===== src/rtl/sw_button_ctrl_if.sv =====
// Pushbutton inputs and stopwatch control outputs of sw_button_ctrl.
// master drives the raw buttons; slave is the control stage itself.
interface sw_button_ctrl_if;
    logic       btn_startstop;
    logic       btn_lap;
    logic       btn_clear;
    logic       run;
    logic       clr;
    logic       hold;
    logic [1:0] state;

    modport master (
        output btn_startstop, btn_lap, btn_clear,
        input  run, clr, hold, state
    );

    modport slave (
        input  btn_startstop, btn_lap, btn_clear,
        output run, clr, hold, state
    );
endinterface


===== src/rtl/sw_button_ctrl.sv =====
// Stopwatch button front end: sync, debounce, press events and control FSM.
// Optional macro LONG_PRESS_CLEAR_EN adds a long-press clear from any state.
module sw_button_ctrl #(
    parameter int DEBOUNCE_CYCLES   = 1_000_000,
    parameter int LONG_PRESS_CYCLES = 200_000_000
) (
    input  logic              clk,
    input  logic              reset_st,
    sw_button_ctrl_if.slave   bus
);

    localparam int DB_W = (DEBOUNCE_CYCLES > 1) ? $clog2(DEBOUNCE_CYCLES) : 1;
    localparam logic [DB_W-1:0] DB_LAST = DB_W'(DEBOUNCE_CYCLES - 1);

    if (DEBOUNCE_CYCLES < 1 || LONG_PRESS_CYCLES < 1) begin : g_param_check
        $error("sw_button_ctrl: cycle parameters must be at least 1");
    end

    typedef enum logic [1:0] {
        ST_IDLE    = 2'b00,
        ST_RUNNING = 2'b01,
        ST_PAUSED  = 2'b10,
        ST_LAP     = 2'b11
    } state_t;

    // Bit order for all per-button vectors: 0 startstop, 1 lap, 2 clear
    logic [2:0] btn_raw;
    logic [2:0] btn_ev;

    assign btn_raw = {bus.btn_clear, bus.btn_lap, bus.btn_startstop};

    for (genvar gi = 0; gi < 3; gi++) begin : g_btn
        logic            sync0_reg;
        logic            sync1_reg;
        logic            db_reg;
        logic            db_q_reg;
        logic            ev_reg;
        logic [DB_W-1:0] cnt_reg;

        // Counter only advances while the synchronised level disagrees
        // with the accepted one, so any shorter glitch is forgotten.
        always_ff @(posedge clk or posedge reset_st) begin
            if (reset_st) begin
                sync0_reg <= 1'b0;
                sync1_reg <= 1'b0;
                db_reg    <= 1'b0;
                db_q_reg  <= 1'b0;
                ev_reg    <= 1'b0;
                cnt_reg   <= '0;
            end else begin
                sync0_reg <= btn_raw[gi];
                sync1_reg <= sync0_reg;
                db_q_reg  <= db_reg;
                ev_reg    <= db_reg & ~db_q_reg;
                if (sync1_reg != db_reg) begin
                    if (cnt_reg == DB_LAST) begin
                        db_reg  <= sync1_reg;
                        cnt_reg <= '0;
                    end else begin
                        cnt_reg <= cnt_reg + 1'b1;
                    end
                end else begin
                    cnt_reg <= '0;
                end
            end
        end

        assign btn_ev[gi] = ev_reg;
    end

`ifdef LONG_PRESS_CLEAR_EN
    localparam int LP_W = (LONG_PRESS_CYCLES > 1) ? $clog2(LONG_PRESS_CYCLES) : 1;
    localparam logic [LP_W-1:0] LP_LAST = LP_W'(LONG_PRESS_CYCLES - 1);

    logic [LP_W-1:0] lp_cnt_reg;
    logic            lp_fired_reg;
    logic            clear_level;
    logic            lp_fire;

    assign clear_level = g_btn[2].db_reg;
    assign lp_fire     = clear_level & ~lp_fired_reg & (lp_cnt_reg == LP_LAST);

    // Fires once per hold; re-arms only when the debounced clear drops
    always_ff @(posedge clk or posedge reset_st) begin
        if (reset_st) begin
            lp_cnt_reg   <= '0;
            lp_fired_reg <= 1'b0;
        end else if (!clear_level) begin
            lp_cnt_reg   <= '0;
            lp_fired_reg <= 1'b0;
        end else if (!lp_fired_reg) begin
            if (lp_fire) begin
                lp_fired_reg <= 1'b1;
                lp_cnt_reg   <= '0;
            end else begin
                lp_cnt_reg   <= lp_cnt_reg + 1'b1;
            end
        end
    end
`else
    logic lp_fire;
    assign lp_fire = 1'b0;
`endif

    state_t state_reg;
    state_t state_next;
    logic   clr_next;
    logic   run_reg;
    logic   hold_reg;
    logic   clr_reg;

    // Event priority: startstop, then lap, then clear; lower ones dropped
    always_comb begin
        state_next = state_reg;
        clr_next   = 1'b0;
        if (btn_ev[0]) begin
            case (state_reg)
                ST_IDLE:    state_next = ST_RUNNING;
                ST_RUNNING: state_next = ST_PAUSED;
                ST_LAP:     state_next = ST_PAUSED;
                ST_PAUSED:  state_next = ST_RUNNING;
                default:    state_next = ST_IDLE;
            endcase
        end else if (btn_ev[1]) begin
            case (state_reg)
                ST_RUNNING: state_next = ST_LAP;
                ST_LAP:     state_next = ST_RUNNING;
                default:    state_next = state_reg;
            endcase
        end else if (btn_ev[2]) begin
            case (state_reg)
                ST_IDLE: begin
                    clr_next = 1'b1;
                end
                ST_PAUSED: begin
                    state_next = ST_IDLE;
                    clr_next   = 1'b1;
                end
                default: state_next = state_reg;
            endcase
        end
        if (lp_fire) begin
            state_next = ST_IDLE;
            clr_next   = 1'b1;
        end
    end

    // Outputs decoded from the next state so they move with state
    always_ff @(posedge clk or posedge reset_st) begin
        if (reset_st) begin
            state_reg <= ST_IDLE;
            run_reg   <= 1'b0;
            hold_reg  <= 1'b0;
            clr_reg   <= 1'b0;
        end else begin
            state_reg <= state_next;
            run_reg   <= (state_next == ST_RUNNING) || (state_next == ST_LAP);
            hold_reg  <= (state_next == ST_LAP);
            clr_reg   <= clr_next;
        end
    end

    assign bus.state = state_reg;
    assign bus.run   = run_reg;
    assign bus.hold  = hold_reg;
    assign bus.clr   = clr_reg;

endmodule


===== src/flat_wrapper.sv =====
// flat-port wrapper written by rule: the top's interface ports become plain ports
module sw_button_ctrl_flat 
#(
    parameter int DEBOUNCE_CYCLES   = 1_000_000,
    parameter int LONG_PRESS_CYCLES = 200_000_000
)
  (clk, reset_st, bus_btn_startstop, bus_btn_lap, bus_btn_clear, bus_run, bus_clr, bus_hold, bus_state);
  sw_button_ctrl_if bus_i ();
  input  logic clk;
  input  logic reset_st;
  input wire logic [$bits(bus_i.btn_startstop)-1:0] bus_btn_startstop;
  input wire logic [$bits(bus_i.btn_lap)-1:0] bus_btn_lap;
  input wire logic [$bits(bus_i.btn_clear)-1:0] bus_btn_clear;
  output wire logic [$bits(bus_i.run)-1:0] bus_run;
  output wire logic [$bits(bus_i.clr)-1:0] bus_clr;
  output wire logic [$bits(bus_i.hold)-1:0] bus_hold;
  output wire logic [$bits(bus_i.state)-1:0] bus_state;
  assign bus_i.btn_startstop = bus_btn_startstop;
  assign bus_i.btn_lap = bus_btn_lap;
  assign bus_i.btn_clear = bus_btn_clear;
  assign bus_run = bus_i.run;
  assign bus_clr = bus_i.clr;
  assign bus_hold = bus_i.hold;
  assign bus_state = bus_i.state;
  sw_button_ctrl #(.DEBOUNCE_CYCLES(DEBOUNCE_CYCLES), .LONG_PRESS_CYCLES(LONG_PRESS_CYCLES)) u_core (.clk(clk), .reset_st(reset_st), .bus(bus_i));
endmodule

===== config.mk =====
export PLATFORM = sky130hd
export DESIGN_NAME = sw_button_ctrl_flat
export DESIGN_NICKNAME = d
export VERILOG_FILES = /design/src/rtl/sw_button_ctrl_if.sv /design/src/rtl/sw_button_ctrl.sv /design/src/flat_wrapper.sv
export SDC_FILE = /design/constraint.sdc
export NUM_CORES = 1
export LEC_CHECK = 0
export CORE_MARGIN = 8
export CORE_UTILIZATION = 44
export DETAILED_ROUTE_END_ITERATION = 10
export GPL_TIMING_DRIVEN = 0
export PLACE_DENSITY = 0.64
export SETUP_SLACK_MARGIN = 0.1
export SLEW_MARGIN = 20
export SYNTH_ARGS = -nofsm -noshare
export SYNTH_HDL_FRONTEND = slang
export SYNTH_SLANG_ARGS = --single-unit

===== constraint.sdc =====
create_clock -name clk -period 6.4 [get_ports clk]
set_input_delay 1.28 -clock clk [delete_from_list [all_inputs] [get_ports clk]]
set_output_delay 1.28 -clock clk [all_outputs]
set_load 0.02 [all_outputs]

==> out/results.ini, run 1 <==
[cells_and_area]
antenna_cells=0
stdcell_count=505
design_area_um2=4240
synthToLayoutAreaGrowth_pct=11.6
largest_reg_flops=60
final_cell_mix=dfrtp_1, nor2_1, nand2_1, xnor2_1
n_fill_cell=770
multi_input_area_um2=1720
fin_util_pct=49.6
seqCellArea_um2=2000
nets=405
drive_gt1_share_pct=8.06
layout_commonest_cell=dfrtp_1

[detailed_routing]
drt_iter0_drc=124
wl_per_cell_um=13.6
drtAntennaViolNets=0
routed_wl_um=6880
drc=0
vias=2725
drt_pass1_iterations=5
avgViaCountPerCell=5.40

[global_routing]
grt_pass1_wl_um=12200
grt_pass1_vias=2710
antenna_found_initial=0
track_usage_pct=12.7
overflow=0
grt_max_degree=55

[clocking]
clk_pin_slew_ps=80
cts_resized=0
ctsHoldBuffers=0
cts_setup_buffers=0
root_buffer=clkbuf_8
h-tree-depth=3
clkSinkCount=80
cts-buffers-inserted=9
cts_tree=yes
clock_path_buffers=2
clkLatencyLatePin_ps=350

[worst_setup_path]
worst_setup_path_end_kind=output pin
cp_top_family=buffers and inverters
path_max_fanout=4
path_buf_inv=1
crit_slowest_cell=clkdlybuf4s50_1
path_class=reg -> out
critPathArrivalTime_ps=1380
required_ps=5120
critPathMaxStageDelay_ps=630
startpoint_type=register
path_cells=clkdlybuf4s50_1

[placed_design]
gp_congestion=0.781
place_area_um2=4060
place_ws_ps=4100
dp_hpwl_um=4830
placed_cells=490
io_buffers=9

[synthesis]
syn_area_um2=3800
ys_warn_count=0
synthCells=372
synth_nets=384
synth.avg_cell_area_um2=10.2
synth-seq-area-share_pct=52.6
synth_seq_cells=80
ys_types=40

[timing]
fin_crit_sh_pct=41.6
holdWs_ps=357
rsz0062_at_grt=no
finalCriticalPeriod_ps=2660
drv_slew=0
fin_ws_ps=3740
fin_skew_ps=8.42
fmax_mhz=376
worst_pin_slew_ps=504
relSlewSlack_pct=66.2
setup-tns-final_ps=0
setup_violations=0
hold_viol_final=0

[power_and_ir_drop]
ir_worst_vdd_v=0.000148
power_uw=904
power.density_nw_per_um2=213
p_leak_nw=1.73

[floorplan]
core_area_um2=8550
start_util_pct=44.5
core.rowCount=34
die_area_um2=11900
io_pins=10
die_x_um=109
die_h_um=109

[job]
maxCapViolCount=0

[hold_path]
hold_class=reg -> reg

[status]
status=completed

## final timing paths
kind / startpoint / endpoint / slack [ps] / cells past startpoint
min in group asynchronous: reset_st / u_core.g_btn[0].cnt_reg[11]$_DFF_PP0_ / 1270 / 2
hold reg to reg: u_core.g_btn[2].sync0_reg$_DFF_PP0_ / u_core.g_btn[2].sync1_reg$_DFF_PP0_ / 360 / 0
setup / recovery: u_core.bus.state[0]$_DFF_PP0_ / bus_state[0] / 3740 / 1
hold / removal: u_core.g_btn[2].sync0_reg$_DFF_PP0_ / u_core.g_btn[2].sync1_reg$_DFF_PP0_ / 360 / 0
setup reg to reg: u_core.g_btn[1].cnt_reg[0]$_DFF_PP0_ / u_core.g_btn[1].cnt_reg[5]$_DFF_PP0_ / 4420 / 6
max in group asynchronous: reset_st / u_core.bus.clr$_DFF_PP0_ / 4560 / 3
## power by group
group / leakage [nW] / internal (mW) / switching [mW] / total, mW
clock: 0.0948 / 0.177 / 0.179 / 0.355
combinational: 0.535 / 0.0105 / 0.0215 / 0.0321
sequential: 1.10 / 0.512 / 0.00544 / 0.517
total: 1.73 / 0.699 / 0.206 / 0.904
## metal layers
metal,vias to the layer above,GRT usage [%],share of wire [%]
met3,12,2.25,2.9
met2,32,20.4,46
li1,1366,-,-
met1,1315,16.3,49
met4,0,6.35,1.7
met5,-,0,0
## cell families (layout without fill, tap and decap cells)
kind of cell | after synthesis | count (layout) | share of synthesized area (%)
flops | 80 | 80 | 52.6
compound gates | 41 | 41 | 6.38
mux | 3 | 3 | 0.888
simple gates | 181 | 181 | 26.2
xor+xnor | 41 | 41 | 9.44
fa+ha+maj | 7 | 7 | 2.30
buf+inv | 19 | 44 | 2.14
## synth_stat cells, drive strengths merged
| master | instances | area [um^2] |
|---|---|---|
| dfrtp | 80 | 2000 |
| nor2 | 52 | 195 |
| nand2 | 25 | 93.8 |
| xnor2 | 25 | 219 |
| a21oi | 16 | 83.8 |
| nand3 | 16 | 80.1 |
| nand4 | 16 | 115 |
| xor2 | 16 | 140 |
| o21ai | 14 | 70.1 |
| or3 | 12 | 82.6 |
| inv | 11 | 41.3 |
| nor3 | 11 | 55.1 |
| nor4 | 9 | 56.3 |
| and3 | 7 | 43.8 |
| and4 | 7 | 61.3 |
| ha | 7 | 87.6 |
| nor4b | 6 | 52.6 |
| o31ai | 6 | 50.1 |
| nand4b | 5 | 43.8 |
| and2 | 4 | 25.0 |
| buf | 4 | 25.0 |
| clkbuf | 4 | 15.0 |
| nor2b | 4 | 25.0 |
| mux2 | 3 | 33.8 |
| or4 | 3 | 26.3 |
| o21a | 2 | 15.0 |
| a211oi | 1 | 7.51 |
| a21o | 1 | 7.51 |
| and3b | 1 | 8.76 |
| nand4bb | 1 | 11.3 |
| nor4bb | 1 | 10.0 |
| o41ai | 1 | 8.76 |
| or4b | 1 | 10.0 |
## layout make-up
cell class / count / share of cell area, %
clock inverter: 6 / 1.45
inverter: 11 / 1.03
multi-input combinational: 273 / 40.5
buffer: 8 / 0.944
tap: 108 / 3.18
sequential: 80 / 47.2
timing repair buffer: 10 / 2.77
clock buffer: 9 / 2.92
No activity file was read; power rests on OpenSTA's default activity.
==> run 2: changes to the inputs <==
==> constraint.sdc (replaced) <==
create_clock -name clk -period 2.45 [get_ports clk]
set_input_delay 0.49 -clock clk [delete_from_list [all_inputs] [get_ports clk]]
set_output_delay 0.49 -clock clk [all_outputs]
set_load 0.02 [all_outputs]
==> out/results.ini, run 2 (synthesized netlist as in run 1, its figures left out) <==
[worst_setup_path]
startpoint_type=register
worst_setup_path_end_kind=register
path_class=reg -> reg
r2r_end=u_core.g_btn[1].cnt_reg[9]$_DFF_PP0_
ff2ff_path_depth=6
r2r_slack_ps=510
critPathArrivalTime_ps=2160
path_max_fanout=10
r2r_start=u_core.g_btn[1].cnt_reg[0]$_DFF_PP0_
cp-endpoint=u_core.g_btn[1].cnt_reg[9]$_DFF_PP0_
required_ps=2680
crit_start=u_core.g_btn[1].cnt_reg[0]$_DFF_PP0_

[detailed_routing]
avgViaCountPerCell=5.31
wl_per_cell_um=13.4
drc=0
drtAntennaViolNets=0
routed_wl_um=6820
drt_pass1_iterations=4
drt_iter0_drc=116
vias=2694

[power_and_ir_drop]
clkPwrFrac_pct=40.0
power.density_nw_per_um2=560
p_comb_share_pct=3.6
seqPwrFrac_pct=56.3
p_int_mw=1.84
switching_share_pct=23.2
switching_power_uw=556
p_leak_nw=1.72
ir_worst_vdd_v=0.000280
power_mw=2.40

[cells_and_area]
n_fill_cell=779
drive_gt1_share_pct=8.27
nets=406
largest_reg_flops=60
final_cell_mix=dfrtp_1, nor2_1, nand2_1, xnor2_1
antenna_cells=0
layout_commonest_cell=dfrtp_1
synthToLayoutAreaGrowth_pct=12.5

[global_routing]
grt_pass1_vias=2646
grt_max_degree=33
overflow=0
track_usage_pct=12.8
antenna_found_initial=0
grt_pass1_wl_um=12200

[clocking]
h-tree-depth=3
ctsHoldBuffers=0
clkLatencyLatePin_ps=350
cts_setup_buffers=0
cts_resized=0
root_buffer=clkbuf_8
cts-buffers-inserted=9
cts_tree=yes
clk_pin_slew_ps=80
clock_path_buffers=2
clkSinkCount=80

[floorplan]
die_x_um=109
core_area_um2=8550
io_pins=10
start_util_pct=44.5
core.rowCount=34
die_h_um=109
die_area_um2=11900

[timing]
hold_viol_final=0
finalCriticalPeriod_ps=1940
rsz0062_at_grt=no
relSlewSlack_pct=56.8
setup_violations=0
fin_crit_sh_pct=79.0
fin_skew_ps=11.7
setup-tns-final_ps=0
drv_slew=0
worst_pin_slew_ps=647
fmax_mhz=517

[job]
maxCapViolCount=0

[placed_design]
dp_hpwl_um=4790
gp_congestion=0.766
io_buffers=9

[hold_path]
hold_class=reg -> reg

[status]
status=completed

run 2: metal layers:
metal / global-route usage (%) / vias to the layer above / part of all wire, %
met4: 6.26 / 0 / 1.6
met3: 2.72 / 10 / 3.3
li1: - / 1361 / -
met2: 19.4 / 29 / 46
met1: 17.0 / 1294 / 49
met5: 0 / - / 0
run 2: critical path, cell delays in order (launching register included):
cell	delay, ps
dfrtp_1	370
ha_1	210
nand2_1	170
or3_1	440
o31ai_1	280
buf_2	270
nor2_1	70
run 2: worst min path at each step:
stage / startpoint / depth (start not counted) / slack [ps] / end
after detailed placement: u_core.g_btn[2].sync0_reg$_DFF_PP0_ / 0 / 340 / u_core.g_btn[2].sync1_reg$_DFF_PP0_
after floorplan: u_core.g_btn[0].sync0_reg$_DFF_PP0_ / 0 / 330 / u_core.g_btn[0].sync1_reg$_DFF_PP0_
after global routing: u_core.g_btn[0].sync0_reg$_DFF_PP0_ / 0 / 360 / u_core.g_btn[0].sync1_reg$_DFF_PP0_
final: u_core.g_btn[2].sync0_reg$_DFF_PP0_ / 0 / 360 / u_core.g_btn[2].sync1_reg$_DFF_PP0_
after CTS: u_core.g_btn[0].sync0_reg$_DFF_PP0_ / 0 / 360 / u_core.g_btn[0].sync1_reg$_DFF_PP0_
after global placement: u_core.g_btn[2].sync0_reg$_DFF_PP0_ / 0 / 330 / u_core.g_btn[2].sync1_reg$_DFF_PP0_
run 2: final cells by class:
type	count	area, um^2	area share [%]
buffer	8	40.0	0.936
sequential	80	2000	46.8
multi-input combinational	273	1720	40.2
inverter	11	45.0	1.05
clock buffer	10	128	2.98
tap	108	135	3.16
timing repair buffer	11	138	3.22
clock inverter	6	70.1	1.64
run 2: metrics by stage:
stage / cells / area [um^2] / hold WS [ps] / util [%] / setup WS [ps]
2_1_floorplan: 372 / 3810 / 331 / - / 707
3_3_place_gp: 489 / 4030 / 332 / 47.1 / 144
3_5_place_dp: 491 / 4080 / 341 / 47.7 / 513
4_1_cts: 507 / 4280 / 358 / 50.0 / 500
5_1_grt: 507 / 4280 / 362 / 50.0 / 291
6_report: 507 / 4280 / 356 / 50.0 / 515
run 2: power groups by stage:
stage               Clock (mW)  Sequential [mW]  Combinational, mW
global placement             0             1.38             0.0798
detailed placement           0             1.38             0.0911
floorplan                    0             1.37             0.0564
global route              1.04             1.35              0.101
CTS                      0.991             1.35             0.0908
finish                   0.960             1.35             0.0869
